<file path="config.mk">
export PLATFORM = sky130hd
export DESIGN_NAME = cache_refill_ctrl_flat
export DESIGN_NICKNAME = d
export VERILOG_FILES = /design/src/rtl/cache_refill_ctrl_if.sv /design/src/rtl/cache_refill_ctrl.sv /design/src/flat_wrapper.sv
export SDC_FILE = /design/constraint.sdc
export NUM_CORES = 1
export LEC_CHECK = 0
export ABC_AREA = 1
export CORE_MARGIN = 3
export CORE_UTILIZATION = 55
export CTS_CLUSTER_DIAMETER = 50
export CTS_CLUSTER_SIZE = 28
export DETAILED_ROUTE_END_ITERATION = 16
export DONT_BUFFER_PORTS = 1
export PLACE_DENSITY = 0.7
export RECOVER_POWER = 25
export SLEW_MARGIN = 5
export SYNTH_ARGS = -nofsm -noshare
export SYNTH_HDL_FRONTEND = slang
export SYNTH_SLANG_ARGS = --single-unit
</file>
<file path="constraint.sdc">
create_clock -name clk -period 4.7 [get_ports clk]
set_clock_uncertainty 0.05 [all_clocks]
set_input_delay 0.235 -clock clk [delete_from_list [all_inputs] [get_ports clk]]
set_output_delay 0.235 -clock clk [all_outputs]
set_load 0.02 [all_outputs]
</file>
<file path="src/rtl/cache_refill_ctrl_if.sv">
// cache_refill_ctrl_if
//   Bundles the cache miss path, the main-memory word port and the line
//   delivery outputs of the refill engine.
//   modport master : refill engine side (issues memory requests, delivers lines)
//   modport slave  : environment side (cache miss source + main memory)
//
//   miss_req/miss_addr   cache -> engine   miss strobe and missing byte address
//   busy                 engine -> cache   refill in progress
//   mem_req/mem_addr     engine -> memory  word read request, word address
//   mem_ack/mem_rdata    memory -> engine  accept + read data (same cycle)
//   line_valid/line_addr/data_line  engine -> cache  completed line
//   err                  engine -> cache   refill aborted by ack timeout
interface cache_refill_ctrl_if;
  logic         miss_req;
  logic [31:0]  miss_addr;
  logic         busy;
  logic         mem_req;
  logic [31:0]  mem_addr;
  logic         mem_ack;
  logic [31:0]  mem_rdata;
  logic         line_valid;
  logic [31:0]  line_addr;
  logic [127:0] data_line;
  logic         err;

  modport master (
    input  miss_req, miss_addr, mem_ack, mem_rdata,
    output busy, mem_req, mem_addr, line_valid, line_addr, data_line, err
  );

  modport slave (
    output miss_req, miss_addr, mem_ack, mem_rdata,
    input  busy, mem_req, mem_addr, line_valid, line_addr, data_line, err
  );
endinterface

</file>
<file path="src/rtl/cache_refill_ctrl.sv">
// cache_refill_ctrl
//   Fetches a missing 16-byte cache line as four ascending 32-bit word reads,
//   assembles it into a 128-bit line and hands it to the cache with its base
//   address. Each word request is aborted if mem_ack does not arrive within
//   TIMEOUT_CYCLES cycles.
//
//   Ports:
//     clk    system clock, rising edge
//     rst_n  asynchronous active-low reset
//     bus    cache_refill_ctrl_if.master (miss path, memory port, line output)
//
//   state | meaning
//   ------+---------------------------------------------------------------
//   IDLE  | waiting for miss_req; busy=0, mem_req=0
//   FETCH | requesting word k of the line, waiting for mem_ack
//   DONE  | line_valid pulse; data_line/line_addr were loaded on entry
//   ABORT | err pulse after an ack timeout; line outputs untouched
module cache_refill_ctrl #(
  parameter int unsigned TIMEOUT_CYCLES = 255
) (
  input  logic                clk,
  input  logic                rst_n,
  cache_refill_ctrl_if.master bus
);

  typedef enum logic [1:0] {IDLE, FETCH, DONE, ABORT} state_e;

  // Timeout is a down-counter reloaded at the start of every word; reaching
  // terminal count 1 on a cycle without ack means TIMEOUT_CYCLES ack-less
  // cycles have elapsed for this word.
  localparam logic [7:0] TMO_LOAD = 8'(TIMEOUT_CYCLES);

  state_e            state_q, state_d;
  logic [27:0]       base_q, base_d;
  logic [1:0]        k_q, k_d;
  logic [7:0]        tmo_q, tmo_d;
  logic [3:0][31:0]  stage_q, stage_d;

  logic              busy_q, busy_d;
  logic              mem_req_q, mem_req_d;
  logic [31:0]       mem_addr_q, mem_addr_d;
  logic              line_valid_q, line_valid_d;
  logic              err_q, err_d;
  logic [31:0]       line_addr_q, line_addr_d;
  logic [127:0]      data_line_q, data_line_d;

  logic              xfer;

  // Byte-offset bits of the miss address do not matter: the whole line is fetched.
  logic unused_offset_bits;
  assign unused_offset_bits = ^bus.miss_addr[3:0];

  // mem_req is registered, so an ack while idle never counts as a transfer.
  assign xfer = mem_req_q && bus.mem_ack;

  always_comb begin
    state_d      = state_q;
    base_d       = base_q;
    k_d          = k_q;
    tmo_d        = tmo_q;
    stage_d      = stage_q;
    busy_d       = busy_q;
    mem_req_d    = mem_req_q;
    mem_addr_d   = mem_addr_q;
    line_valid_d = 1'b0;
    err_d        = 1'b0;
    line_addr_d  = line_addr_q;
    data_line_d  = data_line_q;

    unique case (state_q)
      IDLE: begin
        if (bus.miss_req) begin
          state_d    = FETCH;
          base_d     = bus.miss_addr[31:4];
          k_d        = 2'd0;
          tmo_d      = TMO_LOAD;
          busy_d     = 1'b1;
          mem_req_d  = 1'b1;
          mem_addr_d = {bus.miss_addr[31:4], 4'h0};
        end
      end

      FETCH: begin
        if (xfer) begin
          stage_d[k_q] = bus.mem_rdata;
          tmo_d        = TMO_LOAD;
          k_d          = k_q + 2'd1;
          if (k_q == 2'd3) begin
            // Load the line outputs on the DONE transition, including the
            // word arriving this cycle, so they change exactly once.
            state_d      = DONE;
            mem_req_d    = 1'b0;
            line_valid_d = 1'b1;
            line_addr_d  = {base_q, 4'h0};
            data_line_d  = stage_d;
          end else begin
            mem_addr_d = {base_q, k_d, 2'b00};
          end
        end else if (tmo_q <= 8'd1) begin
          state_d   = ABORT;
          mem_req_d = 1'b0;
          err_d     = 1'b1;
        end else begin
          tmo_d = tmo_q - 8'd1;
        end
      end

      DONE, ABORT: begin
        state_d = IDLE;
        busy_d  = 1'b0;
      end

      default: begin
        state_d   = IDLE;
        busy_d    = 1'b0;
        mem_req_d = 1'b0;
      end
    endcase
  end

  always_ff @(posedge clk or negedge rst_n) begin
    if (!rst_n) begin
      state_q      <= IDLE;
      base_q       <= '0;
      k_q          <= '0;
      tmo_q        <= '0;
      stage_q      <= '0;
      busy_q       <= 1'b0;
      mem_req_q    <= 1'b0;
      mem_addr_q   <= '0;
      line_valid_q <= 1'b0;
      err_q        <= 1'b0;
      line_addr_q  <= '0;
      data_line_q  <= '0;
    end else begin
      state_q      <= state_d;
      base_q       <= base_d;
      k_q          <= k_d;
      tmo_q        <= tmo_d;
      stage_q      <= stage_d;
      busy_q       <= busy_d;
      mem_req_q    <= mem_req_d;
      mem_addr_q   <= mem_addr_d;
      line_valid_q <= line_valid_d;
      err_q        <= err_d;
      line_addr_q  <= line_addr_d;
      data_line_q  <= data_line_d;
    end
  end

  assign bus.busy       = busy_q;
  assign bus.mem_req    = mem_req_q;
  assign bus.mem_addr   = mem_addr_q;
  assign bus.line_valid = line_valid_q;
  assign bus.err        = err_q;
  assign bus.line_addr  = line_addr_q;
  assign bus.data_line  = data_line_q;

endmodule

</file>
<file path="src/flat_wrapper.sv">
// flat-port wrapper written by rule: the top's interface ports become plain ports
module cache_refill_ctrl_flat 
#(
  parameter int unsigned TIMEOUT_CYCLES = 255
)
  (clk, rst_n, bus_miss_req, bus_miss_addr, bus_mem_ack, bus_mem_rdata, bus_busy, bus_mem_req, bus_mem_addr, bus_line_valid, bus_line_addr, bus_data_line, bus_err);
  cache_refill_ctrl_if bus_i ();
  input  logic clk;
  input  logic rst_n;
  input wire logic [$bits(bus_i.miss_req)-1:0] bus_miss_req;
  input wire logic [$bits(bus_i.miss_addr)-1:0] bus_miss_addr;
  input wire logic [$bits(bus_i.mem_ack)-1:0] bus_mem_ack;
  input wire logic [$bits(bus_i.mem_rdata)-1:0] bus_mem_rdata;
  output wire logic [$bits(bus_i.busy)-1:0] bus_busy;
  output wire logic [$bits(bus_i.mem_req)-1:0] bus_mem_req;
  output wire logic [$bits(bus_i.mem_addr)-1:0] bus_mem_addr;
  output wire logic [$bits(bus_i.line_valid)-1:0] bus_line_valid;
  output wire logic [$bits(bus_i.line_addr)-1:0] bus_line_addr;
  output wire logic [$bits(bus_i.data_line)-1:0] bus_data_line;
  output wire logic [$bits(bus_i.err)-1:0] bus_err;
  assign bus_i.miss_req = bus_miss_req;
  assign bus_i.miss_addr = bus_miss_addr;
  assign bus_i.mem_ack = bus_mem_ack;
  assign bus_i.mem_rdata = bus_mem_rdata;
  assign bus_busy = bus_i.busy;
  assign bus_mem_req = bus_i.mem_req;
  assign bus_mem_addr = bus_i.mem_addr;
  assign bus_line_valid = bus_i.line_valid;
  assign bus_line_addr = bus_i.line_addr;
  assign bus_data_line = bus_i.data_line;
  assign bus_err = bus_i.err;
  cache_refill_ctrl #(.TIMEOUT_CYCLES(TIMEOUT_CYCLES)) u_core (.clk(clk), .rst_n(rst_n), .bus(bus_i));
endmodule
</file>
# Word level (Yosys, flattened, before mapping)
# Cells that the tools add are included.
# Widths: inputs -> output; s select.
dict set report word_totals {
  regBits 360
  latchBits 0
  mem_bits_rw 0
  romBits 0
  input_bits 68
  out_inout_bits 196
  wordCells 76
  memories 0
}
dict set report classes {
  add_sub_neg 2
  mul 0
  div 0
  order_cmp 3
  n_eq_ne 10
  shift 0
  muxes 31
  bitwise 0
  n_reduce_logical 15
}
# op count
set ops {}
lappend ops {{$bwmux 128} 1}
lappend ops {{$mux 32} 4}
lappend ops {{$demux 32 s2} 1}
lappend ops {{$pmux 32 s2} 1}
lappend ops {{$mux 8} 3}
lappend ops {{$pmux 8 s2} 1}
lappend ops {{$mux 2} 6}
lappend ops {{$reduce_and 3->1} 4}
lappend ops {{$mux 1} 10}
lappend ops {{$le 8x1->1 const B} 1}
lappend ops {{$reduce_and 4->1} 2}
lappend ops {{$sub 8x1->8 const B} 1}
lappend ops {{$eq 2x2->1 const B} 3}
lappend ops {{$pmux 2 s3} 1}
lappend ops {{$reduce_and 2->1} 3}
lappend ops {{$ne 2x2->1 const B} 2}
lappend ops {{$pmux 1 s2} 2}
lappend ops {{$pmux 2 s2} 1}
lappend ops {{$reduce_bool 2->1} 2}
lappend ops {{$lt 2x3->1 const B} 1}
lappend ops {{$ne 3x1->1 const B} 1}
lappend ops {{$ne 3x2->1 const B} 1}
lappend ops {{$ne 3x3->1 const B} 1}
lappend ops {{$add 2x1->2 const B} 1}
lappend ops {{other kinds (6)} 7}

# Logic depth before layout (Yosys ltp)
# Gate-level depths: netlist (run 1).
dict set report logic_depth {
  word_depth 5
  mapped_depth 10
  mapped_depth_nobuf 10
}

# Least setup slack after synthesis (run 1)
# OpenSTA, ideal clock, no wires.
dict set report synth_timing {
  path_type {reg-to-reg}
  startpoint {reg u_core.mem_req_q (netlist: u_core.bus.mem_req)}
  endpoint {reg u_core.data_line_q[62] (netlist: u_core.bus.data_line[62])}
  setup_time_ns 0.117
  t_arrival_ns 1.445
  required_ns 4.533
  slack_ns 3.088
  path_stages_with_launch 10
  n_path_buf 2
  period_less_slack_ns 1.612
  path_cell_list {dfrtp_1 nand2_2 nor2_4 inv_2 nor2_8 inv_2 buf_2 buf_1 nand2_1 nand2_1}
}
dict set report synth_between {
  elab_chain_cells 2
}
# item line_no
set synth_lines {}
lappend synth_lines {{start: declaration} cache_refill_ctrl.sv:40} ;# logic mem_req_q, mem_req_d;
lappend synth_lines {{start signal: assignment} cache_refill_ctrl.sv:142} ;# mem_req_q <= mem_req_d;
lappend synth_lines {{$logic_and 1x1->1} cache_refill_ctrl.sv:54} ;# assign xfer = mem_req_q && bus.mem_ack;
lappend synth_lines {{$reduce_and 3->1 (no source line)} n/a}
lappend synth_lines {{end signal: assignment} cache_refill_ctrl.sv:147} ;# data_line_q <= data_line_d;
lappend synth_lines {{end: declaration} cache_refill_ctrl.sv:45} ;# logic [127:0] data_line_q, data_line_d;
# No other way between the ends.
# A chain may end at the register's enable or synchronous reset.

# Worst setup path in the final report (run 1)
dict set report layout_timing {
  startpoint {reg u_core.mem_req_q (netlist: u_core.bus.mem_req)}
  endpoint {reg u_core.mem_addr_q[19] (netlist: u_core.bus.mem_addr[19])}
}
dict set report layout_between {
  elab_chain_cells 3
}
# item line_no
set layout_lines {}
lappend layout_lines {{$logic_and 1x1->1} cache_refill_ctrl.sv:54}
lappend layout_lines {{$ne 2x1->1 (no source line)} n/a}
lappend layout_lines {{$reduce_and 4->1 (no source line)} n/a}
lappend layout_lines {{end signal: assignment} cache_refill_ctrl.sv:143} ;# mem_addr_q <= mem_addr_d;
lappend layout_lines {{end: declaration} cache_refill_ctrl.sv:41} ;# logic [31:0] mem_addr_q, mem_addr_d;
# No other way between the ends.

==> results.yml, run 1 <==
sta:
  rsz0062_at_grt: "no"
  fmax_ghz: 0.3272
  hold_ws_ns: -0.6224
  slew_viol_final: 0
  worst_slack_ns: 1.644
  tightest_slew_ns: 1.162
  period_share: 0.6502
  relSlewSlack: 0.2252
  finalCriticalPeriod_ns: 3.056
  tns_ns: 0
  setup_viol: 0
  final-hold-violation-count: 326
route:
  top_layer: "met4"
  wl_met2_um: 14320
  antenna_left: 0
  wirelength_um: 30730
  drc: 0
  vias: 10380
  routedLengthMet1_um: 13150
  drt-wirelength-per-cell_um: 15.24
  drt_iter0_markers: 792
  drtPass1Iterations: 5
  wl_met3_um: 2582
  via_per_inst: 5.145
place:
  portBuffers: 0
  hpwl_um: 18550
  gp_congestion: 0.7917
  dp_worst_setup_slack_ns: 1.690
layout:
  antenna_cells: 0
  drive_gt1_frac: 0.04725
  final_cell_mix: "624 x nand2_1, 326 x dfrtp_1, 231 x o21ai_0, 144 x inv_1, 113 x nor2_1"
  final.fill_count: 2036
  area_growth_syn_to_layout_pct: 13.56
  fin_nets: 1745
  final_common_cell: "nand2_1"
power:
  swShare: 0.4285
  ir_drop_mv: 0.4531
  seq_power_share: 0.495
  powerDensity_nw_per_um2: 756.2
  power_frac_comb: 0.268
  p_clk_frac: 0.237
  cellLeakagePower_nw: 7.664
  p_switching_mw: 5.057
  power.internal_mw: 6.744
synthesis:
  synth.avg_cell_area_sq_um: 8.278
  syn_area_sq_um: 13740
  synth_cells: 1660
  synth.distinct_cells: 22
  ys_warn_count: 0
  ys_seq_area_frac: 0.5936
  synth_seq_cells: 326
die:
  design.core.area_sq_um: 24460
  ios: 264
  placement_rows: 57
  fp.dieW_um: 164.1
  die_area_sq_um: 26920
  die_h_um: 164.1
  initial_core_util: 0.5618
clocking:
  cts_num_sinks: 326
  clock-root-buffer: "clkbuf_16"
  insertion_delay_ns: 0.50
  cts_inserted_buffers: 34
  htreeDepth: 2
  cts.hold.buffers_added: 61
  cts_resized: 0
  clk_pin_slew_worst_paths_ns: 0.07
  cts_post_setup_buffers_inserted: 0
  cts_buffer_depth: 3
  cts_tree: "yes"
global_routing:
  antenna_found_initial: 0
  grt_max_degree: 327
  grt_pass1_wl_um: 49970
  grt_pass1_vias: 9793
  grtUsageTotal: 0.2267
  gr-total-overflow: 0
job:
  cap_viol_max_count: 0
critical_path:
  worst-setup-path-type: "reg -> reg"
  cp-start-kind: "register"
  path_max_fanout: 105
  cp.arrival_ns: 3.42
  critical_path.cell_chain: "nand2_2 > nor2_4 > buf_4 > nand2_1 > nand2_1 > buf_4 > nor2_1 > a21oi_1"
  cp_data_required_time_ns: 5.07
  endpoint_kind: "register"
  slowest_stage: "buf_4"
  path_delay_family: "buffers and inverters"
  cp_num_buf_inv: 2
  slowest_delay_ns: 0.71
status:
  violations: "hold timing"
  status: "finished with violations"
worst_hold_path:
  hold_class: "in -> async"
## stage by stage
step	utilization	power [mW]	cells	instance area (sq um)	hold slack, ns
floorplan	-	8.149	1665	13760	-0.1106
global placement	0.5651	8.831	1898	13820	-0.09928
detailed placement	0.5651	9.018	1898	13820	-0.1015
CTS	0.6379	11.92	2017	15610	-0.6427
global route	0.6379	12.73	2017	15610	-0.6544
finish	0.6379	11.80	2017	15610	-0.6224
## kinds of logic (layout without fill, tap and decap cells)
kind of cell	count (synthesis)	in the layout	share of synthesized area
and+or+nand+nor	758	758	0.2107
DFF	326	326	0.5936
adders and majority gates	6	6	0.005463
other	1	6	0.0002729
AOI/OAI and AO/OA	320	320	0.1171
buffers and inverters	249	277	0.07284
## cells in the mapped netlist
library cell	instances	area (sq um)
buf_4	8	60.06
nor2_8	1	20.02
a21oi_1	58	290.3
nor3_1	1	5.000
conb_1	1	3.750
buf_2	29	145.1
a21boi_0	1	7.510
dfrtp_1	326	8158
nand4_1	1	6.260
clkbuf_1	51	191.4
nor2_4	1	11.26
nand2_2	2	12.51
nand3_1	14	70.07
o211ai_1	2	15.01
nor2_1	114	427.9
nand2_1	624	2342
o21ai_0	231	1156
inv_1	144	540.5
inv_2	3	11.26
buf_1	14	52.55
o21ai_1	28	140.1
ha_1	6	75.07
## state kept, by name, summed over array words and instances (netlist names), 2 cells and up
register	flops
u_core.tmo_q	8
u_core.stage_q	96
u_core.base_q	28
u_core.k_q	2
u_core.state_q	2
u_core.bus.line_addr	28
u_core.bus.data_line	128
u_core.bus.mem_addr	30
## power groups by stage
stage	combinational, mW	clock [mW]	sequential, mW
2_1_floorplan	2.57	0	5.57
3_3_place_gp	2.96	0	5.87
3_5_place_dp	3.12	0	5.90
4_1_cts	3.19	2.87	5.86
5_1_grt	3.74	2.99	5.99
6_report	3.16	2.80	5.84
## area by class of cell
class | count | area, sq um | area share
inverters | 147 | 556.8 | 0.03568
clock buffers | 37 | 893.4 | 0.05725
multi-input cells | 1090 | 4622 | 0.2962
flip-flops and latches | 326 | 8158 | 0.5228
well taps | 324 | 405.4 | 0.02598
repair buffers | 72 | 693.2 | 0.04442
clock inverters | 21 | 276.5 | 0.01772
## layer usage
layer	track usage	vias to the layer above
met4	0.06228	0
met2	0.3536	281
met3	0.07238	46
met1	0.3081	4893
met5	0	-
li1	-	5158
## final timing paths
check	from	endpoint	slack (ns)	depth (start not counted)
setup / recovery	u_core.bus.mem_req	u_core.bus.mem_addr[19]	1.64	8
max in group asynchronous	rst_n	u_core.stage_q[45]	4.27	0
hold / removal	rst_n	u_core.bus.data_line[94]	-0.62	0
setup reg to reg	u_core.bus.mem_req	u_core.bus.mem_addr[19]	1.64	8
min in group clk	bus_miss_req	u_core.bus.mem_addr[31]	0.18	3
hold reg to reg	u_core.tmo_q[1]	u_core.tmo_q[1]	0.43	2
Power figures use the tool's default switching activity.
==> run 2, diff against run 1 <==
clock period = 2.9 ns   (was 4.7 ns; I/O delays follow)
==> results.yml, run 2 (synthesized netlist as in run 1, its figures left out) <==
critical_path:
  cp_data_required_time_ns: 3.29
  endpoint: "u_core.bus.data_line[25]"
  cp-start-kind: "register"
  worst-setup-path-type: "reg -> reg"
  endpoint_kind: "register"
  path_max_fanout: 95
  r2r_setup_slack_ns: 0.54
  cp_num_cells: 7
  worstReg2RegEnd: "u_core.bus.data_line[25]"
  crit_start: "u_core.k_q[0]"
  cp_num_buf_inv: 3
  rr_worst_depth: 7
  critical_path.cell_chain: "ha_1 > inv_1 > nor2_8 > inv_6 > buf_4 > nand2_1 > nand2_1"
  cp.arrival_ns: 2.75
  path_delay_family: "buffers and inverters"
  r2r-start: "u_core.k_q[0]"
  critPathMostFrequentCell: "nand2_1"
  slowest_delay_ns: 0.58
  slowest_stage: "buf_4"
sta:
  slew_viol_final: 0
  fmax_ghz: 0.4236
  period_share: 0.8141
  final-hold-violation-count: 326
  relSlewSlack: 0.4739
  setup_viol: 0
  finalCriticalPeriod_ns: 2.361
  tightest_slew_ns: 0.7891
  hold_ws_ns: -0.7132
  rsz0062_at_grt: "no"
  tns_ns: 0
global_routing:
  grtUsageTotal: 0.2298
  busiest_layer: "met2"
  use_met2: 0.3600
  antenna_found_initial: 0
  grt_max_degree: 327
  grt_pass1_wl_um: 50760
  gr-total-overflow: 0
  grt_pass1_vias: 10090
  met1_usage: 0.3105
  gr-usage-met3: 0.07415
place:
  hpwl_um: 18290
  portBuffers: 0
  gp_congestion: 0.8005
clocking:
  cts_tree: "yes"
  clock-root-buffer: "clkbuf_16"
  cts_inserted_buffers: 35
  insertion_delay_ns: 0.52
  cts_num_sinks: 326
  cts_buffer_depth: 3
  htreeDepth: 2
  clk_pin_slew_worst_paths_ns: 0.08
  cts.hold.buffers_added: 62
  cts_post_setup_buffers_inserted: 0
  cts_resized: 0
route:
  vias: 10400
  drt_iter0_markers: 805
  antenna_left: 0
  drt-wirelength-per-cell_um: 15.21
  drtPass1Iterations: 5
  drc: 0
  via_per_inst: 5.137
  wirelength_um: 30800
die:
  die_area_sq_um: 26920
  fp.dieW_um: 164.1
  die_h_um: 164.1
  initial_core_util: 0.5618
  placement_rows: 57
  ios: 264
  design.core.area_sq_um: 24460
power:
  powerDensity_nw_per_um2: 1232
  cellLeakagePower_nw: 7.719
  ir_drop_mv: 0.7519
  power_mw: 19.38
worst_hold_path:
  hold_class: "in -> async"
layout:
  largest_register_ffs: 128
  final.fill_count: 2023
  register_area_sq_um: 8158
  multi_input_area_sq_um: 4622
  antenna_cells: 0
  final_common_cell: "nand2_1"
  fin_nets: 1749
  area_growth_syn_to_layout_pct: 14.47
  final_cell_mix: "624 x nand2_1, 326 x dfrtp_1, 231 x o21ai_0, 144 x inv_1, 113 x nor2_1"
  drive_gt1_frac: 0.04938
status:
  violations: "hold timing"
  status: "finished with violations"
job:
  cap_viol_max_count: 0
[run 2: worst min path at each step]
| stage | start | end | slack, ns | cells after the start |
|---|---|---|---|---|
| floorplan | rst_n | u_core.base_q[0] | -0.20 | 0 |
| global placement | rst_n | u_core.stage_q[31] | -0.19 | 0 |
| detailed placement | rst_n | u_core.bus.data_line[94] | -0.19 | 0 |
| CTS | rst_n | u_core.bus.data_line[93] | -0.73 | 0 |
| global route | rst_n | u_core.bus.data_line[94] | -0.74 | 0 |
| finish | rst_n | u_core.bus.data_line[94] | -0.71 | 0 |
[run 2: per-stage QoR]
stage | cell area (sq um) | setup WS [ns] | utilization | instances | hold WS, ns
after floorplan | 13760 | 1.288 | - | 1665 | -0.2006
after global placement | 13880 | 0.6043 | 0.5673 | 1900 | -0.1907
after detailed placement | 13880 | 0.5836 | 0.5673 | 1900 | -0.1915
after CTS | 15730 | 0.5575 | 0.6430 | 2025 | -0.7310
after global routing | 15730 | 0.3178 | 0.6430 | 2025 | -0.7403
final | 15730 | 0.5391 | 0.6430 | 2025 | -0.7132
[run 2: final cells by class]
type,instances,share of cell area
repair buffers,75,0.04804
multi-input cells,1090,0.2938
inverters,147,0.03540
flip-flops and latches,326,0.5186
clock buffers,43,0.06157
well taps,324,0.02577
clock inverters,20,0.01678
[run 2: routing by layer]
layer,vias up,share of wire
met5,-,0
met4,0,0.024
met3,56,0.083
met2,278,0.46
met1,4906,0.44
li1,5163,-
[run 2: report_power, final]
part           internal, mW  switching [mW]  leakage [nW]
clock network          2.79            1.91         0.598
logic                  1.74            3.47          3.22
registers              6.60            2.87          3.90
==> run 3, diff against run 2 <==
clock period = 2.3 ns   (was 2.9 ns; I/O delays follow)
==> results.yml, run 3 (synthesized netlist as in run 1, its figures left out) <==
critical_path:
  cp-start-kind: "register"
  cp_num_buf_inv: 2
  cp_data_required_time_ns: 2.69
  endpoint_kind: "register"
  r2r-start: "u_core.bus.mem_req"
  slowest_delay_ns: 0.51
  rr_worst_depth: 7
  worstReg2RegEnd: "u_core.bus.data_line[79]"
  r2r_setup_slack_ns: 0.29
  path_max_fanout: 129
  worst-setup-path-type: "reg -> reg"
  path_delay_family: "simple AND/OR/NAND/NOR gates"
  critPathMostFrequentCell: "nand2_1"
  critical_path.cell_chain: "nand2_2 > nor2_4 > inv_2 > nor2_8 > buf_12 > nand2_1 > nand2_1"
  cp.arrival_ns: 2.40
  slowest_stage: "dfrtp_1"
clocking:
  cts_num_sinks: 326
  cts_tree: "yes"
  htreeDepth: 2
  cts.hold.buffers_added: 62
  clock-root-buffer: "clkbuf_16"
  cts_inserted_buffers: 35
  cts_post_setup_buffers_inserted: 0
  cts_buffer_depth: 3
  insertion_delay_ns: 0.51
  cts_resized: 0
  clk_pin_slew_worst_paths_ns: 0.07
sta:
  hold_ws_ns: -0.7439
  final-hold-violation-count: 326
  worst_slack_ns: 0.2877
  finalCriticalPeriod_ns: 2.012
  relSlewSlack: 0.3057
  rsz0062_at_grt: "no"
  slew_viol_final: 0
  setup_viol: 0
  fmax_ghz: 0.4970
  tightest_slew_ns: 1.041
  tns_ns: 0
  period_share: 0.8749
place:
  dp_worst_setup_slack_ns: 0.3239
  portBuffers: 0
  hpwl_um: 18400
  gp_congestion: 0.7834
  place_inst: 1902
route:
  drtPass1Iterations: 7
  vias: 10420
  antenna_left: 0
  wirelength_um: 31000
  via_per_inst: 5.144
  drt_iter0_markers: 753
  drt-wirelength-per-cell_um: 15.30
  drc: 0
layout:
  antenna_cells: 0
  drive_gt1_frac: 0.05170
  final_cell_mix: "624 x nand2_1, 326 x dfrtp_1, 231 x o21ai_0, 144 x inv_1, 113 x nor2_1"
  final_common_cell: "nand2_1"
  fin_nets: 1751
  area_growth_syn_to_layout_pct: 14.93
  final_cells: 2026
  largest_register_ffs: 128
power:
  powerDensity_nw_per_um2: 1554
  power.internal_mw: 14.07
  p_clk_frac: 0.243
  cellLeakagePower_nw: 7.755
  swShare: 0.4265
  seq_power_share: 0.487
  power_mw: 24.54
  ir_drop_mv: 0.9095
  p_switching_mw: 10.47
  power_frac_comb: 0.271
global_routing:
  grt_pass1_wl_um: 50640
  grt_max_degree: 327
  grtUsageTotal: 0.2294
  gr-total-overflow: 0
  grt_pass1_vias: 10030
  antenna_found_initial: 0
die:
  design.core.area_sq_um: 24460
  ios: 264
  placement_rows: 57
  initial_core_util: 0.5618
  die_h_um: 164.1
  fp.dieW_um: 164.1
  die_area_sq_um: 26920
status:
  status: "finished with violations"
  violations: "hold timing"
job:
  cap_viol_max_count: 0
worst_hold_path:
  hold_class: "in -> async"
-- run 3: worst max-delay path by stage --
stage | depth (start not counted) | start | endpoint | slack [ns]
4_1_cts | 8 | u_core.bus.mem_req | u_core.bus.mem_req | 0.31
2_1_floorplan | 9 | u_core.bus.mem_req | u_core.bus.data_line[62] | 0.69
3_5_place_dp | 8 | u_core.bus.mem_req | u_core.bus.mem_req | 0.32
5_1_grt | 7 | u_core.bus.mem_req | u_core.bus.data_line[52] | 0.16
6_report | 7 | u_core.bus.mem_req | u_core.bus.data_line[79] | 0.29
3_3_place_gp | 7 | u_core.bus.mem_req | u_core.bus.data_line[37] | 0.36
-- run 3: final cells by class --
| type | count | area [sq um] |
|---|---|---|
| clock buffer | 39 | 943.4 |
| clock inverter | 23 | 287.8 |
| fill | 2022 | 8668 |
| inverter | 147 | 556.8 |
| multi-input combinational | 1090 | 4622 |
| sequential | 326 | 8158 |
| tap | 324 | 405.4 |
| timing repair buffer | 77 | 820.8 |
-- run 3: metal layers --
layer / vias up / track usage / wire, um
met3: 57 / 0.07667 / 2748
li1: 5191 / - / -
met2: 271 / 0.3655 / 14270
met5: - / 0 / 0
met4: 0 / 0.06421 / 728
met1: 4902 / 0.3024 / 13250
-- run 3: power by group through the flow --
stage,Combinational (mW),Clock [mW],Sequential (mW)
2_1_floorplan,5.26,0,11.4
3_3_place_gp,6.21,0,12.0
3_5_place_dp,6.54,0,12.0
4_1_cts,6.69,6.09,12.0
5_1_grt,7.84,6.33,12.3
6_report,6.64,5.95,11.9
-- run 3: per-stage QoR --
stage          area (sq um)  utilization
6_report              15790       0.6456
5_1_grt               15790       0.6456
4_1_cts               15790       0.6456
3_5_place_dp          13940       0.5699
3_3_place_gp          13940       0.5699
2_1_floorplan         13760            -
